File: config.mk
export PLATFORM = sky130hd
export DESIGN_NAME = lookup_stage
export DESIGN_NICKNAME = d
export VERILOG_FILES = /design/src/rtl/lookup_stage.sv
export SDC_FILE = /design/constraint.sdc
export NUM_CORES = 1
export LEC_CHECK = 0
export CAP_MARGIN = 30
export CORE_AREA = 5 5 171 173
export DETAILED_ROUTE_END_ITERATION = 6
export DIE_AREA = 0 0 176 178
export PLACE_DENSITY = 0.65
export REMOVE_ABC_BUFFERS = 1
export SYNTH_ARGS = -nofsm -noshare
export SYNTH_HDL_FRONTEND = slang
export SYNTH_SLANG_ARGS = --single-unit
File: constraint.sdc
create_clock -name clk -period 6.25 [get_ports clk]
set_input_delay 0.9375 -clock clk [delete_from_list [all_inputs] [get_ports clk]]
set_output_delay 0.9375 -clock clk [all_outputs]
set_load 0.005 [all_outputs]
File: src/rtl/lookup_stage.sv
// rtl/lookup_stage.sv - one level of a pipelined binary-tree lookup with a verified table-update port
module lookup_stage #(
   parameter int STAGE_ID = 0,
   parameter int DATA     = 72,
   parameter int ADDR     = 10,
   parameter int KEY      = 32
) (
   input  logic            clk,
   input  logic            rst_n,
   input  logic            in_valid,
   input  logic [KEY-1:0]  in_key,
   input  logic [ADDR-1:0] in_addr,
   input  logic [15:0]     in_res,
   input  logic            in_hit,
   output logic            out_valid,
   output logic [KEY-1:0]  out_key,
   output logic [ADDR-1:0] out_addr,
   output logic [15:0]     out_res,
   output logic            out_hit,
   output logic [ADDR-1:0] ram_a_addr,
   input  logic [DATA-1:0] ram_a_dout,
   input  logic            upd_valid,
   input  logic [ADDR-1:0] upd_addr,
   input  logic [DATA-1:0] upd_data,
   output logic            upd_ready,
   output logic            upd_done,
   output logic            upd_err,
   output logic            ram_b_wr,
   output logic [ADDR-1:0] ram_b_addr,
   output logic [DATA-1:0] ram_b_din,
   input  logic [DATA-1:0] ram_b_dout
);

   // Node word fields, packed from the MSB down: pivot, left, right, result, result_valid, reserved.
   localparam int PIV_LSB = DATA - KEY;
   localparam int L_LSB   = PIV_LSB - ADDR;
   localparam int R_LSB   = L_LSB - ADDR;
   localparam int RES_LSB = R_LSB - 16;
   localparam int RV_BIT  = RES_LSB - 1;

   localparam logic [ADDR-1:0] NULL_PTR = '1;

   typedef enum logic [1:0] {ST_IDLE, ST_WRITE, ST_READ, ST_CHECK} upd_state_t;

   logic            p1_valid_q, p1_valid_d;
   logic [KEY-1:0]  p1_key_q, p1_key_d;
   logic [ADDR-1:0] p1_addr_q, p1_addr_d;
   logic [15:0]     p1_res_q, p1_res_d;
   logic            p1_hit_q, p1_hit_d;

   logic            out_valid_q, out_valid_d;
   logic [KEY-1:0]  out_key_q, out_key_d;
   logic [ADDR-1:0] out_addr_q, out_addr_d;
   logic [15:0]     out_res_q, out_res_d;
   logic            out_hit_q, out_hit_d;

   upd_state_t      state_q, state_d;
   logic [ADDR-1:0] cap_addr_q, cap_addr_d;
   logic [DATA-1:0] cap_data_q, cap_data_d;
   logic            upd_err_q, upd_err_d;

   logic [KEY-1:0]  node_pivot;
   logic [ADDR-1:0] node_left, node_right;
   logic [15:0]     node_res;
   logic            node_rv;
   logic            go_right;
   logic            mismatch;
   logic            unused_rsvd;

   // The RAM lookup port sees the incoming pointer directly so its read latency lines up with P1.
   assign ram_a_addr = in_addr;

   assign node_pivot  = ram_a_dout[DATA-1:PIV_LSB];
   assign node_left   = ram_a_dout[L_LSB +: ADDR];
   assign node_right  = ram_a_dout[R_LSB +: ADDR];
   assign node_res    = ram_a_dout[RES_LSB +: 16];
   assign node_rv     = ram_a_dout[RV_BIT];
   assign unused_rsvd = ^ram_a_dout[RV_BIT-1:0];
   assign go_right    = (p1_key_q >= node_pivot);

   // P1 next state: capture the token unconditionally, there is no back-pressure.
   always_comb begin
      p1_valid_d = in_valid;
      p1_key_d   = in_key;
      p1_addr_d  = in_addr;
      p1_res_d   = in_res;
      p1_hit_d   = in_hit;
   end

   // P2 next state: descend the tree, a NULL pointer passes the token through untouched.
   always_comb begin
      out_valid_d = p1_valid_q;
      out_key_d   = p1_key_q;
      out_addr_d  = NULL_PTR;
      out_res_d   = p1_res_q;
      out_hit_d   = p1_hit_q;
      if (p1_addr_q != NULL_PTR) begin
         out_addr_d = go_right ? node_right : node_left;
         if (go_right && node_rv) begin
            out_res_d = node_res;
            out_hit_d = 1'b1;
         end
      end
   end

   // Lookup pipeline registers; reset drops any token in flight.
   always_ff @(posedge clk or negedge rst_n) begin
      if (!rst_n) begin
         p1_valid_q  <= 1'b0;
         p1_key_q    <= '0;
         p1_addr_q   <= NULL_PTR;
         p1_res_q    <= '0;
         p1_hit_q    <= 1'b0;
         out_valid_q <= 1'b0;
         out_key_q   <= '0;
         out_addr_q  <= NULL_PTR;
         out_res_q   <= '0;
         out_hit_q   <= 1'b0;
      end else begin
         p1_valid_q  <= p1_valid_d;
         p1_key_q    <= p1_key_d;
         p1_addr_q   <= p1_addr_d;
         p1_res_q    <= p1_res_d;
         p1_hit_q    <= p1_hit_d;
         out_valid_q <= out_valid_d;
         out_key_q   <= out_key_d;
         out_addr_q  <= out_addr_d;
         out_res_q   <= out_res_d;
         out_hit_q   <= out_hit_d;
      end
   end

   assign out_valid = out_valid_q;
   assign out_key   = out_key_q;
   assign out_addr  = out_addr_q;
   assign out_res   = out_res_q;
   assign out_hit   = out_hit_q;

   // Read-back data arrives in CHECK, one cycle after READ presented the address.
   assign mismatch = (ram_b_dout != cap_data_q);

   // Update FSM next state: write once, read back, compare, then accept the next request.
   always_comb begin
      state_d    = state_q;
      cap_addr_d = cap_addr_q;
      cap_data_d = cap_data_q;
      upd_err_d  = upd_err_q;
      case (state_q)
         ST_IDLE: begin
            if (upd_valid) begin
               cap_addr_d = upd_addr;
               cap_data_d = upd_data;
               state_d    = ST_WRITE;
            end
         end
         ST_WRITE: state_d = ST_READ;
         ST_READ:  state_d = ST_CHECK;
         ST_CHECK: begin
            upd_err_d = mismatch;
            state_d   = ST_IDLE;
         end
         default:  state_d = ST_IDLE;
      endcase
   end

   // Update FSM registers; reset abandons a write in progress without reporting it.
   always_ff @(posedge clk or negedge rst_n) begin
      if (!rst_n) begin
         state_q    <= ST_IDLE;
         cap_addr_q <= '0;
         cap_data_q <= '0;
         upd_err_q  <= 1'b0;
      end else begin
         state_q    <= state_d;
         cap_addr_q <= cap_addr_d;
         cap_data_q <= cap_data_d;
         upd_err_q  <= upd_err_d;
      end
   end

   // Strobes decode straight from the state so reset removes them in the same instant.
   assign upd_ready  = (state_q == ST_IDLE);
   assign ram_b_wr   = (state_q == ST_WRITE);
   assign upd_done   = (state_q == ST_CHECK);
   assign upd_err    = upd_done ? mismatch : upd_err_q;
   assign ram_b_addr = cap_addr_q;
   assign ram_b_din  = cap_data_q;

   // The FSM never reports completion while it is still driving a write.
   always_ff @(posedge clk) begin
      if (rst_n) begin
         assert (!(ram_b_wr && upd_done))
            else $error("lookup_stage %0d: write and done overlap", STAGE_ID);
      end
   end

endmodule

==> metrics.log <==
[metrics] setup slack after layout: approximately 2.1 ns
[metrics] antenna violations before repair: 4
[metrics] first-pass detailed-route iteration total: 5
[metrics] Starting Density: 30.71%
[metrics] type of the setup path with the least slack: in -> out
[metrics] critical path endpoint category: primary output
[metrics] maximum number of pins on one net before global-route repair: 80
[metrics] yosys warns: 0
[metrics] period utilisation layout: 67.01%
[metrics] Crit path arrival time: 3.25 ns
[metrics] via count of the first global-routing pass: 7090
[metrics] Setup TNS: 0 ns
[metrics] maximum vdd drop: 0.0001624 V
[metrics] pins over their slew limit: 0
[metrics] share of cells above drive strength 1: around 16%
[metrics] TritonCTS clock tree: built
[metrics] deepest level of the CTS H-tree: 1
[metrics] Place WS: 2.041 ns
[metrics] number of distinct library cells after synthesis: 40
[metrics] critical path startpoint category: input port
[metrics] crit path launch: ram_b_dout[61]
[metrics] class of the worst hold path: reg -> reg
[metrics] clock tree skew after final layout: approximately 0.015 ns
[metrics] synthesis-to-layout area growth: 66.38%
[metrics] floorplan die width: about 180 microns
[metrics] filler cell count: 2420
[metrics] buffer count from post-CTS setup fixing: 0
[metrics] number of CTS-inserted buffers: 24
[metrics] DRC viols: 0
[metrics] GPL Wtd Cong: around 0.82
[metrics] Port-buffer cells: between 400 and 500
[metrics] crit path max fanout: 2
[metrics] launch instance of the worst register-to-register path: out_key_d[0]
[metrics] reg-to-reg critical path endpoint: out_res[15]
[metrics] overall track demand over capacity in global routing: 17.53%
[metrics] max-cap violations: 0
[metrics] fraction of the yosys area taken by sequential cells: 61.08%
[metrics] area of the mapped netlist: 8439 sq um
[metrics] via count: 6580
[metrics] leakage power: around 6 nW
[metrics] area of the die: 31330 sq um
[metrics] Post-layout nets: 1390
[metrics] Synth Register Bits: 205
[metrics] remaining number of nets flagged by the antenna check after routing: 0
[metrics] post-route minimum period: 4.188 ns
[metrics] area inside the core boundary: 27480 sq um
[metrics] Worst R2R Path Depth: 9
[metrics] total non-filler cell area in the finished layout: 14040 sq um
[metrics] overall die height: 178 microns
[metrics] WP data required: 5.31 ns
[metrics] worst-case headroom to the max-slew limit: 41.83%
[metrics] source-to-sink clock delay at the later pin of the worst-skew pair: 0.52 ns
[metrics] number of resized instances in the post-cts repair step: 0
[metrics] First DRT Iteration DRCs: approximately 280
[metrics] placed inst area: between 10000 and 15000 sq um
[metrics] via count normalized by instance count: 4.598
[metrics] hold slack final: 0.3554 ns
[metrics] Synth Flop Type: sky130_fd_sc_hd__dfrtp_1
[metrics] Worst-Margin Slew: 0.8725 ns
[metrics] first-pass GRT wire length: around 42000 microns
[metrics] number of placement rows: 61
[metrics] Max Root-Sink Buffers: 3
[metrics] Post-DP HPWL: 23370 microns
[metrics] CP Capture Point: upd_err
[metrics] Post-synth EDFFs: 0
[metrics] result of the run: finished clean
[metrics] count of final setup violators: 0
[metrics] per-instance average area after synthesis: 13.68 sq um
[metrics] Max Freq: 238.8 MHz
[metrics] fraction of synthesis flops using an asynchronous set or reset pin: 100.0%
[metrics] post-synthesis instance total: around 620
[metrics] Root Buffer Master: sky130_fd_sc_hd__clkbuf_16
[metrics] Avg WL per Cell: 20.24 microns
[metrics] final number of hold-violating endpoints: 0
[metrics] register-to-register path setup slack: 3.08 ns
[metrics] overall overflow remaining after global route: 0
[metrics] clock transition at the register clock pins on the worst setup and hold paths after CTS: 0.05 ns
[metrics] Pwr Density: 362.6 nW/um^2
[metrics] final core utilization: roughly half
[metrics] count of hold buffers inserted by post-cts repair: 0
[metrics] Top Ports: ~450
[metrics] detailed-route wire length: 28960 microns
[metrics] unrepaired setup endpoints after global routing: no
[metrics] CTS sink count: between 200 and 250
-- worst min-delay path by stage --
stage                     end  slack (ns)  cells past startpoint        start
global placement    out_valid        0.33                      0  out_valid_d
CTS                 out_valid        0.36                      0  out_valid_d
finish              out_valid        0.36                      0  out_valid_d
global route        out_valid        0.36                      0  out_valid_d
floorplan           out_valid        0.33                      0  out_valid_d
detailed placement  out_valid        0.35                      0  out_valid_d
-- kinds of logic after synthesis --
family          share of synthesized area [%]
flops                                   61.08
simple gates                            4.611
buf+inv                                 4.270
mux                                     13.48
compound gates                          5.827
fa+ha+maj                               5.337
xor+xnor                                5.397
-- flip-flops by register name (all words and copies together) (netlist names) --
| register | flops |
|---|---|
| out_addr | 10 |
| out_hit | 1 |
| out_key | 32 |
| out_key_d | 32 |
| out_res | 16 |
| out_valid | 1 |
| out_valid_d | 1 |
| p1_addr_q | 10 |
| p1_hit_q | 1 |
| p1_res_q | 16 |
| ram_b_addr | 10 |
| ram_b_din | 72 |
| state_q | 2 |
| upd_err_q | 1 |
-- cell usage after synthesis, types with 9 or more instances --
master | count | share of area [%]
sky130_fd_sc_hd__a21oi_1 | 14 | 0.83
sky130_fd_sc_hd__a41oi_1 | 10 | 1.0
sky130_fd_sc_hd__buf_4 | 10 | 0.89
sky130_fd_sc_hd__clkbuf_1 | 12 | 0.53
sky130_fd_sc_hd__dfrtp_1 | 185 | 55
sky130_fd_sc_hd__dfstp_2 | 20 | 6.2
sky130_fd_sc_hd__ha_1 | 36 | 5.3
sky130_fd_sc_hd__inv_1 | 57 | 2.5
sky130_fd_sc_hd__mux2_2 | 89 | 12
sky130_fd_sc_hd__mux2_4 | 9 | 1.6
sky130_fd_sc_hd__nand2_1 | 21 | 0.93
sky130_fd_sc_hd__nand4_1 | 11 | 0.82
sky130_fd_sc_hd__nor4_1 | 14 | 1.0
sky130_fd_sc_hd__o31ai_1 | 11 | 0.98
sky130_fd_sc_hd__xor2_1 | 47 | 4.9
-- layout by cell type, fill, tap and decap left out, drive strengths merged, types with 7 or more instances in the layout --
master         count
ha                36
nor4              14
nand2b             8
dfstp             20
a41oi             10
nor2               7
nand2             21
a21oi             14
o31ai             11
clkbuf            32
o22ai              7
clkdlybuf4s50    440
inv               58
clkinv             8
nand4             11
dfrtp            185
xor2              47
mux2              98
-- stage by stage --
step / std cells / power (mW)
finish: 1431 / 5.092
global route: 1430 / 5.374
CTS: 1429 / 5.181
detailed placement: 1385 / 3.707
global placement: 1382 / 3.668
floorplan: 592 / 2.608
-- critical path: stages --
cell and delay (ns):
sky130_fd_sc_hd__clkdlybuf4s50_1 0.44, sky130_fd_sc_hd__xor2_1 0.15, sky130_fd_sc_hd__nor4_1 0.63, sky130_fd_sc_hd__nand4_1 0.24
sky130_fd_sc_hd__nor3_1 0.23, sky130_fd_sc_hd__a21oi_1 0.11, sky130_fd_sc_hd__clkdlybuf4s50_1 0.51
-- cell type report --
type / instances / area (sq um) / area share, %
clock buffers: 31 / 666.9 / 4.750
flip-flops and latches: 205 / 5155 / 36.71
multi-input cells: 330 / 2932 / 20.88
inverters: 57 / 214.0 / 1.524
repair buffers: 447 / 4478 / 31.89
diodes: 2 / 5.005 / 0.03564
clock inverters: 13 / 157.7 / 1.123
well taps: 346 / 432.9 / 3.083
-- power breakdown --
| group | internal, mW | switching [mW] | total [mW] |
|---|---|---|---|
| Clock | 0.880 | 0.554 | 1.43 |
| Sequential | 1.67 | 0.306 | 1.98 |
| Combinational | 1.12 | 0.564 | 1.68 |
| Total | 3.67 | 1.42 | 5.09 |
-- routing by layer --
metal | share of wire, % | up-vias | global-route usage (%)
li1 | - | 3051 | -
met1 | 35 | 3134 | 18.43
met5 | 0.093 | - | 0
met2 | 51 | 344 | 32.20
met4 | 2.5 | 4 | 4.581
met3 | 11 | 47 | 7.588
Power figures use the tool's default switching activity.
